### config.mk
export PLATFORM = sky130hd
export DESIGN_NAME = pll_lock_sequencer
export DESIGN_NICKNAME = d
export VERILOG_FILES = /design/src/rtl/pll_lock_sequencer.sv
export SDC_FILE = /design/constraint.sdc
export NUM_CORES = 1
export LEC_CHECK = 0
export BUFFER_PORTS_ARGS = -buffer_cell sky130_fd_sc_hd__buf_2
export CORE_ASPECT_RATIO = 1.75
export CORE_MARGIN = 1
export CORE_UTILIZATION = 35
export CTS_CLUSTER_SIZE = 20
export DETAILED_ROUTE_END_ITERATION = 12
export GPL_TIMING_DRIVEN = 0
export SLEW_MARGIN = 20
export SYNTH_ARGS = -nofsm -noshare
export SYNTH_HDL_FRONTEND = slang
export SYNTH_SLANG_ARGS = --single-unit
### constraint.sdc
create_clock -name clk -period 3.1 [get_ports clk]
set_clock_uncertainty 0.1 [all_clocks]
set_input_delay 0.155 -clock clk [delete_from_list [all_inputs] [get_ports clk]]
set_output_delay 0.155 -clock clk [all_outputs]
set_load 0.01 [all_outputs]
### src/rtl/pll_lock_sequencer.sv
// Per-channel PLL supervisor: pulses RESETB, waits for and qualifies LOCK, then
// releases the channel's domain reset; bounded retries on timeout, then latches a fault.
module pll_lock_sequencer #(
  parameter int NUM_PLLS            = 2,
  parameter int PLL_RESET_CYCLES    = 16,
  parameter int LOCK_STABLE_CYCLES  = 1024,
  parameter int LOCK_TIMEOUT_CYCLES = 65536,
  parameter int MAX_RETRIES         = 3
) (
  input  logic                  clk,
  input  logic                  resetn,
  input  logic [NUM_PLLS-1:0]   pll_lock,
  input  logic [NUM_PLLS-1:0]   relock_req,
  input  logic [NUM_PLLS-1:0]   clear_fault,
  output logic [NUM_PLLS-1:0]   pll_resetb,
  output logic [NUM_PLLS-1:0]   domain_resetn,
  output logic                  all_locked,
  output logic [NUM_PLLS-1:0]   fault,
  output logic [4*NUM_PLLS-1:0] retry_count
);

  localparam int MAX_AB  = (PLL_RESET_CYCLES > LOCK_STABLE_CYCLES) ? PLL_RESET_CYCLES
                                                                  : LOCK_STABLE_CYCLES;
  localparam int MAX_CNT = (MAX_AB > LOCK_TIMEOUT_CYCLES) ? MAX_AB : LOCK_TIMEOUT_CYCLES;
  localparam int CW      = (MAX_CNT > 1) ? $clog2(MAX_CNT) : 1;

  localparam logic [CW-1:0] RST_LAST    = CW'(PLL_RESET_CYCLES - 1);
  localparam logic [CW-1:0] STABLE_LAST = CW'(LOCK_STABLE_CYCLES - 1);
  localparam logic [CW-1:0] TIMEOUT_LAST = CW'(LOCK_TIMEOUT_CYCLES - 1);
  localparam logic [3:0]    RETRY_LIMIT = 4'(MAX_RETRIES);

  typedef enum logic [2:0] {
    ST_RST    = 3'd0,
    ST_WAIT   = 3'd1,
    ST_STABLE = 3'd2,
    ST_RUN    = 3'd3,
    ST_FAULT  = 3'd4
  } state_t;

  function automatic logic [3:0] sat_inc4(input logic [3:0] v);
    return (v == 4'hF) ? v : v + 4'd1;
  endfunction

  logic [NUM_PLLS-1:0] lock_sync_p0;
  logic [NUM_PLLS-1:0] lock_sync_p1;
  logic [NUM_PLLS-1:0] run_vec;

  // Stage p0/p1: two-flop synchroniser for the asynchronous PLL lock
  always_ff @(posedge clk) begin
    if (!resetn) begin
      lock_sync_p0 <= '0;
      lock_sync_p1 <= '0;
    end else begin
      lock_sync_p0 <= pll_lock;
      lock_sync_p1 <= lock_sync_p0;
    end
  end

  for (genvar ch = 0; ch < NUM_PLLS; ch++) begin : g_ch
    state_t          state, state_nxt;
    logic [CW-1:0]   cnt, cnt_nxt;
    logic [3:0]      retry, retry_nxt;
    logic            lock_s;
    logic            resetb_q, domain_q, fault_q;

    assign lock_s = lock_sync_p1[ch];

    always_comb begin
      state_nxt = state;
      cnt_nxt   = cnt;
      retry_nxt = retry;
      case (state)
        ST_RST: begin
          if (cnt == RST_LAST) begin
            state_nxt = ST_WAIT;
            cnt_nxt   = '0;
          end else begin
            cnt_nxt = cnt + 1'b1;
          end
        end
        ST_WAIT: begin
          if (lock_s) begin
            state_nxt = ST_STABLE;
            cnt_nxt   = '0;
          end else if (cnt == TIMEOUT_LAST) begin
            cnt_nxt = '0;
            if (retry == RETRY_LIMIT) begin
              state_nxt = ST_FAULT;
            end else begin
              state_nxt = ST_RST;
              retry_nxt = sat_inc4(retry);
            end
          end else begin
            cnt_nxt = cnt + 1'b1;
          end
        end
        ST_STABLE: begin
          if (!lock_s) begin
            state_nxt = ST_WAIT;
            cnt_nxt   = '0;
          end else if (cnt == STABLE_LAST) begin
            state_nxt = ST_RUN;
            cnt_nxt   = '0;
            retry_nxt = '0;
          end else begin
            cnt_nxt = cnt + 1'b1;
          end
        end
        ST_RUN: begin
          if (!lock_s) begin
            state_nxt = ST_RST;
            cnt_nxt   = '0;
          end
        end
        ST_FAULT: begin
          if (clear_fault[ch]) begin
            state_nxt = ST_RST;
            cnt_nxt   = '0;
            retry_nxt = '0;
          end
        end
        default: begin
          state_nxt = ST_RST;
          cnt_nxt   = '0;
        end
      endcase
      // A relock request outranks lock loss and timeout, but never releases a fault
      if (relock_req[ch] && (state != ST_FAULT)) begin
        state_nxt = ST_RST;
        cnt_nxt   = '0;
        retry_nxt = retry;
      end
    end

    // Outputs are decoded from the next state so they change on the transition edge
    always_ff @(posedge clk) begin
      if (!resetn) begin
        state    <= ST_RST;
        cnt      <= '0;
        retry    <= '0;
        resetb_q <= 1'b0;
        domain_q <= 1'b0;
        fault_q  <= 1'b0;
      end else begin
        state    <= state_nxt;
        cnt      <= cnt_nxt;
        retry    <= retry_nxt;
        resetb_q <= (state_nxt != ST_RST) && (state_nxt != ST_FAULT);
        domain_q <= (state_nxt == ST_RUN);
        fault_q  <= (state_nxt == ST_FAULT);
      end
    end

    assign pll_resetb[ch]         = resetb_q;
    assign domain_resetn[ch]      = domain_q;
    assign fault[ch]              = fault_q;
    assign retry_count[4*ch +: 4] = retry;
    assign run_vec[ch]            = (state == ST_RUN);
  end

  // Built from the current state, so it trails domain_resetn by one cycle
  always_ff @(posedge clk) begin
    if (!resetn) begin
      all_locked <= 1'b0;
    end else begin
      all_locked <= &run_vec;
    end
  end

endmodule

==> impl_metrics.json, run 1 <==
{
  "antenna_found_initial": 0,
  "synth.distinct_cells": 58,
  "p_sw_share_pct": 20.19,
  "io_pins": 23,
  "setup_tns_ns": 0,
  "p_leak_uw": 0.001255,
  "ys_seq_elements": 57,
  "cts_buffers": 9,
  "htreeDepth": 3,
  "required_ns": 3.21,
  "rows": 43,
  "clk_latency_ns": 0.32,
  "die-area_sq_um": 8705,
  "synth-main-ff-cell": "dfxtp_1",
  "clockPowerShare_pct": 55.6,
  "min_period_ns": 2.728,
  "period_share_pct": 88.01,
  "power_frac_comb_pct": 2.3,
  "wirelength_um": 6661,
  "core_sq_um": 8016,
  "drt_first_iter_violations": 86,
  "port-buffer-count": 22,
  "insertedDiodeCount": 0,
  "drt_pass1_iterations": 6,
  "place_hpwl_um": 5139,
  "ir_worst_vdd_v": 0.0003022,
  "post-route-cell-area_sq_um": 3452,
  "area_growth_pct": 18.51,
  "die_w_um": 70.96,
  "drc": 0,
  "yosysWarnings": 0,
  "die_y_um": 122.7,
  "clk_path_buf_depth": 2,
  "synth.top_cell.area_share_pct": 39.18,
  "start_kind": "flip-flop",
  "critPathMaxFanout": 10,
  "finalSetupViolations": 0,
  "path_clk_slew_ns": 0.05,
  "synth_nets": 365,
  "grt_pass1_wl_um": 11350,
  "clkSinkCount": 57,
  "power_frac_seq_pct": 42.1,
  "nNetsFinal": 400,
  "async_flop_share_pct": 0,
  "slowest_stage": "dfxtp_1",
  "tightest_slew_ns": 0.6685,
  "grt_pass1_vias": 2525,
  "arrival_ns": 2.84,
  "rsz0062_at_grt": "no",
  "synth_edf_count": 0,
  "cts_tree": "done",
  "status": "complete, no violations",
  "worstSetupEndpointType": "flip-flop",
  "synth_area_leader_cell": "dfxtp_1",
  "vias": 2575,
  "worstPathCellList": "ha_1 -> nor4b_1 -> and3b_1 -> a211oi_1 -> a221o_1 -> o211ai_2 -> buf_2 -> nor2_1",
  "overflow": 0,
  "grt_usage_pct": 16.93,
  "gp_congestion": 0.8884,
  "initial_core_util_pct": 36.34,
  "p_sw_uw": 357.1,
  "placed_area_sq_um": 3136,
  "ant_nets": 0,
  "timing.fmax_mhz": 366.5,
  "p_int_uw": 1411,
  "vias_per_cell": 5.342,
  "slew_headroom_pct": 55.22,
  "hold_class": "input pin to flip-flop",
  "cts_resized": 0,
  "powerDensity_nw_per_um2": 512.3,
  "grt_start_max_net_pins": 11,
  "cap_violations": 0,
  "criticalPathCategory": "flip-flop to flip-flop",
  "hold_violations": 0,
  "slowest_delay_ns": 0.41,
  "cts_hold_buf": 2,
  "detail_route.wl_per_cell_um": 13.82,
  "drive_above_1_share_pct": 14.03,
  "avgSynthCellArea_sq_um": 8.252,
  "yosysSeqAreaShare_pct": 39.18,
  "cts_setup_buffers": 0,
  "synth_area_leaders": "dfxtp_1, nor2_1, xnor2_1",
  "synth_area_sq_um": 2913,
  "drv_slew": 0,
  "root_buffer": "clkbuf_16",
  "syn_inst": 353
}
per-layer routing:
layer | vias up | routed length (um) | track usage [%]
li1 | 1319 | - | -
met3 | 15 | 221 | 4.187
met5 | - | 0 | 0
met1 | 1205 | 2446 | 15.04
met4 | 0 | 199 | 10.50
met2 | 36 | 3793 | 33.23
metrics by stage:
step | cells | util (%) | setup WS [ns] | total power [uW] | hold slack, ns
after floorplan | 353 | - | 0.8135 | 781.7 | 0.1823
after global placement | 465 | 39.11 | 0.3453 | 797.7 | 0.2668
after detailed placement | 465 | 39.11 | 0.3271 | 798.6 | 0.2663
after CTS | 482 | 43.06 | 0.3177 | 1787 | 0.07636
after global routing | 482 | 43.06 | 0.1320 | 1824 | 0.1068
final | 482 | 43.06 | 0.3718 | 1768 | 0.08206
synth_stat cells, drive strengths merged, types with 5 or more instances:
cell type,number
xor2,9
nand2b,8
clkbuf,7
dfxtp,57
nand3,19
a21oi,15
nand4,11
xnor2,17
nand2,32
inv,10
or3,8
nor4,5
nor2,55
nor3,16
buf,9
and2,5
o21ai,10
state kept, by name, summed over array words and instances (netlist names), 2 cells and up:
signal         flops
lock_sync_p1       2
g_ch.resetb_q      2
g_ch.retry         8
g_ch.cnt          32
g_ch.domain_q      2
lock_sync_p0       2
g_ch.state         6
g_ch.fault_q       2
path summary, 6_finish.rpt:
check                                                 start                            end  slack [ns]  depth (start not counted)
worst min-delay path                                 resetn  g_ch[0].retry[3]$_SDFFE_PN0P_        0.08                          3
worst max register to register  g_ch[0].cnt[0]$_SDFFE_PP0P_   g_ch[0].cnt[13]$_SDFFE_PP0P_        0.37                          8
worst max-delay path            g_ch[0].cnt[0]$_SDFFE_PP0P_   g_ch[0].cnt[13]$_SDFFE_PP0P_        0.37                          8
worst min register to register   lock_sync_p0[1]$_SDFF_PN0_     lock_sync_p1[1]$_SDFF_PN0_        0.33                          1
kinds of logic (layout without fill, tap and decap cells):
kind of cell / after synthesis / count (layout) / share of synthesized area (%)
compound gates: 61 / 61 / 15.51
xor+xnor: 26 / 26 / 7.818
fa+ha+maj: 4 / 4 / 1.718
buf+inv: 26 / 65 / 4.253
flops: 57 / 57 / 39.18
mux: 4 / 4 / 1.375
simple gates: 175 / 175 / 30.16
cell usage in the layout, fill, tap and decap left out, drive strengths merged, types with 4 or more instances in the layout:
| cell | count |
|---|---|
| clkbuf | 19 |
| mux2i | 4 |
| or3 | 8 |
| a211oi | 4 |
| nand2 | 32 |
| nand2b | 8 |
| nor3 | 16 |
| ha | 4 |
| nand3 | 19 |
| and2 | 5 |
| a21o | 4 |
| buf | 31 |
| xor2 | 9 |
| xnor2 | 17 |
| a21oi | 15 |
| nand4 | 11 |
| nor4 | 5 |
| nor2 | 55 |
| o21ai | 10 |
| dfxtp | 57 |
| inv | 10 |
worst max-delay path, delay by kind of cell, from the launching register on:
kind / cells / cell delay (ns)
AO/OA/AOI/OAI: 3 / 0.85
adder cells (fa/ha/maj): 1 / 0.28
buffers and inverters: 1 / 0.29
flip-flops: 1 / 0.41
AND/OR/NAND/NOR: 3 / 0.68
area by class of cell:
type	count	area (sq um)
fill	827	4564
multi-input combinational	270	1648
sequential	57	1141
clock buffer	12	256.5
timing repair buffer	24	130.1
tap	90	112.6
buffer	16	86.33
clock inverter	3	40.04
inverter	10	37.54
power groups by stage:
stage | sequential (uW) | combinational, uW | clock, uW
final | 745 | 40.6 | 983
after global routing | 745 | 46.4 | 1030
after CTS | 744 | 41.5 | 1000
after detailed placement | 759 | 39.3 | 0
after global placement | 759 | 38.6 | 0
after floorplan | 758 | 24.1 | 0
No activity file was read; power rests on OpenSTA's default activity.
==> run 2, diff against run 1 <==
--- a/config.mk
+++ b/config.mk
@@ -5,6 +5,7 @@
 export SDC_FILE = /design/constraint.sdc
 export NUM_CORES = 1
 export LEC_CHECK = 0
+export ABC_AREA = 1
 export BUFFER_PORTS_ARGS = -buffer_cell sky130_fd_sc_hd__buf_2
 export CORE_ASPECT_RATIO = 1.75
 export CORE_MARGIN = 1
@@ -12,7 +13,6 @@
 export CTS_CLUSTER_SIZE = 20
 export DETAILED_ROUTE_END_ITERATION = 12
 export GPL_TIMING_DRIVEN = 0
-export SLEW_MARGIN = 20
 export SYNTH_ARGS = -nofsm -noshare
 export SYNTH_HDL_FRONTEND = slang
 export SYNTH_SLANG_ARGS = --single-unit
==> run 2 against run 1 <==
  * Synthesized cell count is 37% higher
  * Clock-buffer cell count is 1 higher
  * First-iteration DRC count is 8.1% lower
  * Worst setup slack better by 0.76 ns
  * Combinational power is 2% higher
  * Die area is 11% higher
  * Global-route usage is 0.21 points higher
  * Area after synthesis is 11% higher
  * Critical endpoint is now g_ch[0].cnt[0]$_SDFFE_PP0P_
  * Largest cell class unchanged
==> impl_metrics.json, run 2 <==
{
  "ys_seq_elements": 57,
  "synth_area_leader_cell": "dfxtp_1",
  "clk_path_buf_depth": 2,
  "wirelength_um": 7361,
  "largest_register_ffs": 32,
  "arrival_ns": 2.08,
  "routed.top_layer": "met4",
  "drt_pass1_iterations": 4,
  "synth.top_cell.area_share_pct": 35.21,
  "timing.hold.ws_ns": 0.06253,
  "yosysMostFrequentCell": "nand2_1",
  "nNetsFinal": 531,
  "worst_r2r_path_depth": 9,
  "final_common_cell": "nand2_1",
  "io_pins": 23,
  "synth.distinct_cells": 33,
  "synth-main-ff-cell": "dfxtp_1",
  "synth_commonest_cells": "nand2_1, nor2_1, inv_1, dfxtp_1, nand3_1",
  "worstSetupEndpointType": "flip-flop",
  "setup_tns_ns": 0,
  "path_clk_slew_ns": 0.05,
  "stdcell_count": 641,
  "synth_area_leaders": "dfxtp_1, nand2_1, nor2_1",
  "antenna_found_initial": 0,
  "gp_congestion": 0.9045,
  "fillers": 990,
  "avgSynthCellArea_sq_um": 6.695,
  "start_kind": "flip-flop",
  "syn_inst": 484,
  "hold_violations": 0,
  "detail_route.wl_per_cell_um": 11.48,
  "rows": 46,
  "dr_wl_met2_um": 4032,
  "drc": 0,
  "vias_per_cell": 4.663,
  "hold_class": "input pin to flip-flop",
  "yosysWarnings": 0,
  "tightest_slew_ns": 0.5054,
  "finalSetupViolations": 0,
  "drive_above_1_share_pct": 14.97,
  "initial_core_util_pct": 35.86,
  "drt_first_iter_violations": 79,
  "ant_nets": 0,
  "rsz0062_at_grt": "no",
  "cap_violations": 0,
  "criticalPathCategory": "flip-flop to flip-flop",
  "port-buffer-count": 22,
  "root_buffer": "clkbuf_16",
  "die-area_sq_um": 9662,
  "async_flop_share_pct": 0,
  "clk_latency_ns": 0.32,
  "vias": 2989,
  "synth_area_sq_um": 3241,
  "finalPower_uw": 1686,
  "cts_tree": "done",
  "synth_edf_count": 0,
  "place_hpwl_um": 5786,
  "slew_headroom_pct": 66.31,
  "holdPathStages": 4,
  "top_register": "g_ch.cnt",
  "grt_start_max_net_pins": 11,
  "insertedDiodeCount": 0,
  "grt_pass1_vias": 2927,
  "drv_slew": 0,
  "r2r_slack_ns": 1.13,
  "area_growth_pct": 16.99,
  "wirelength_met1_um": 2847,
  "status": "complete, no violations",
  "powerDensity_nw_per_um2": 444.8,
  "synth_nets": 496,
  "p_leak_uw": 0.001670,
  "cts_buffers": 9,
  "period_share_pct": 63.62,
  "yosysSeqAreaShare_pct": 35.21,
  "die_w_um": 74.74,
  "overflow": 0,
  "required_ns": 3.21,
  "htreeDepth": 3,
  "min_period_ns": 1.972,
  "reg_top3": "g_ch.cnt: 32 flops, g_ch.retry: 8 flops, g_ch.state: 6 flops",
  "layout_common_cells": "nand2_1, nor2_1, inv_1, dfxtp_1, nand3_1",
  "core_sq_um": 9036,
  "grt_pass1_wl_um": 12570,
  "die_y_um": 129.3,
  "ir_worst_vdd_v": 0.0002930,
  "critPathMaxFanout": 10,
  "dp_cells": 626,
  "clkSinkCount": 57,
  "timing.fmax_mhz": 507.0,
  "wl_met3_um": 208,
  "grt_usage_pct": 17.14
}
run 2: changes by cell type in the layout (fill, tap and decap cells not counted), sizes merged, moves of 5 or more:
| cell | delta |
|---|---|
| nand2 | +98 |
| inv | +57 |
| nor2 | +29 |
| nand3 | +28 |
| xnor2 | -14 |
| xor2 | +11 |
| nand2b | -8 |
| or3 | -8 |
| nor3 | -6 |
| a21oi | +5 |
| and2 | -5 |
| clkbuf | -5 |
run 2: path summary, 6_finish.rpt:
| kind | to | startpoint |
|---|---|---|
| worst max-delay path | g_ch[0].cnt[0]$_SDFFE_PP0P_ | g_ch[0].cnt[0]$_SDFFE_PP0P_ |
| worst min-delay path | g_ch[0].state[1]$_SDFF_PN0_ | relock_req[0] |
| worst max register to register | g_ch[0].cnt[0]$_SDFFE_PP0P_ | g_ch[0].cnt[0]$_SDFFE_PP0P_ |
| worst min register to register | lock_sync_p1[1]$_SDFF_PN0_ | lock_sync_p0[1]$_SDFF_PN0_ |
run 2: cell families (layout without fill, tap and decap cells):
logic type,count (synthesis),count (layout),synth area share (%)
simple gates,289,289,40.81
buf+inv,77,114,10.19
flops,57,57,35.21
xor+xnor,23,23,6.216
compound gates,34,34,6.024
fa+ha+maj,4,4,1.544
run 2: layout make-up:
class	instances	area, sq um	share of cell area (%)
repair buffers	24	130.1	3.432
well taps	120	150.1	3.960
multi-input cells	350	1769	46.67
flip-flops and latches	57	1141	30.10
inverters	67	251.5	6.634
plain buffers	10	78.83	2.079
clock buffers	13	270.3	7.129
run 2: stage by stage:
step                      worst slack (ns)  util, %  instance area, sq um
after detailed placement             1.091    38.74                  3501
after floorplan                      1.457        -                  3241
after global routing                0.9091    41.96                  3791
final                                1.128    41.96                  3791
after global placement               1.117    38.74                  3501
after CTS                            1.078    41.96                  3791
run 2: power by group:
group	internal, uW	switching (uW)
registers	740	4.33
logic	15.0	26.5
clock network	591	310
run 2: timing repair:
item / CTS / global route
buffers inserted: 0 / 0
hold buffers: 2 / 0
hold endpoints to repair: 2 / 0
gates resized for setup: 0 / 0
run 2: worst max-delay path: stages, from the launching register on:
cell and delay, ns:
dfxtp_1 0.37, ha_1 0.18, nand3_1 0.18, nor2_2 0.26
nand4_1 0.14, nand2_1 0.13, nand4_1 0.15, nand2_2 0.16
buf_6 0.16, nor2_1 0.05
run 2: routing by layer:
metal,GRT usage [%],vias to the layer above
li1,-,1589
met1,15.95,1325
met2,32.22,51
met3,3.655,24
met4,10.99,0
met5,0,-
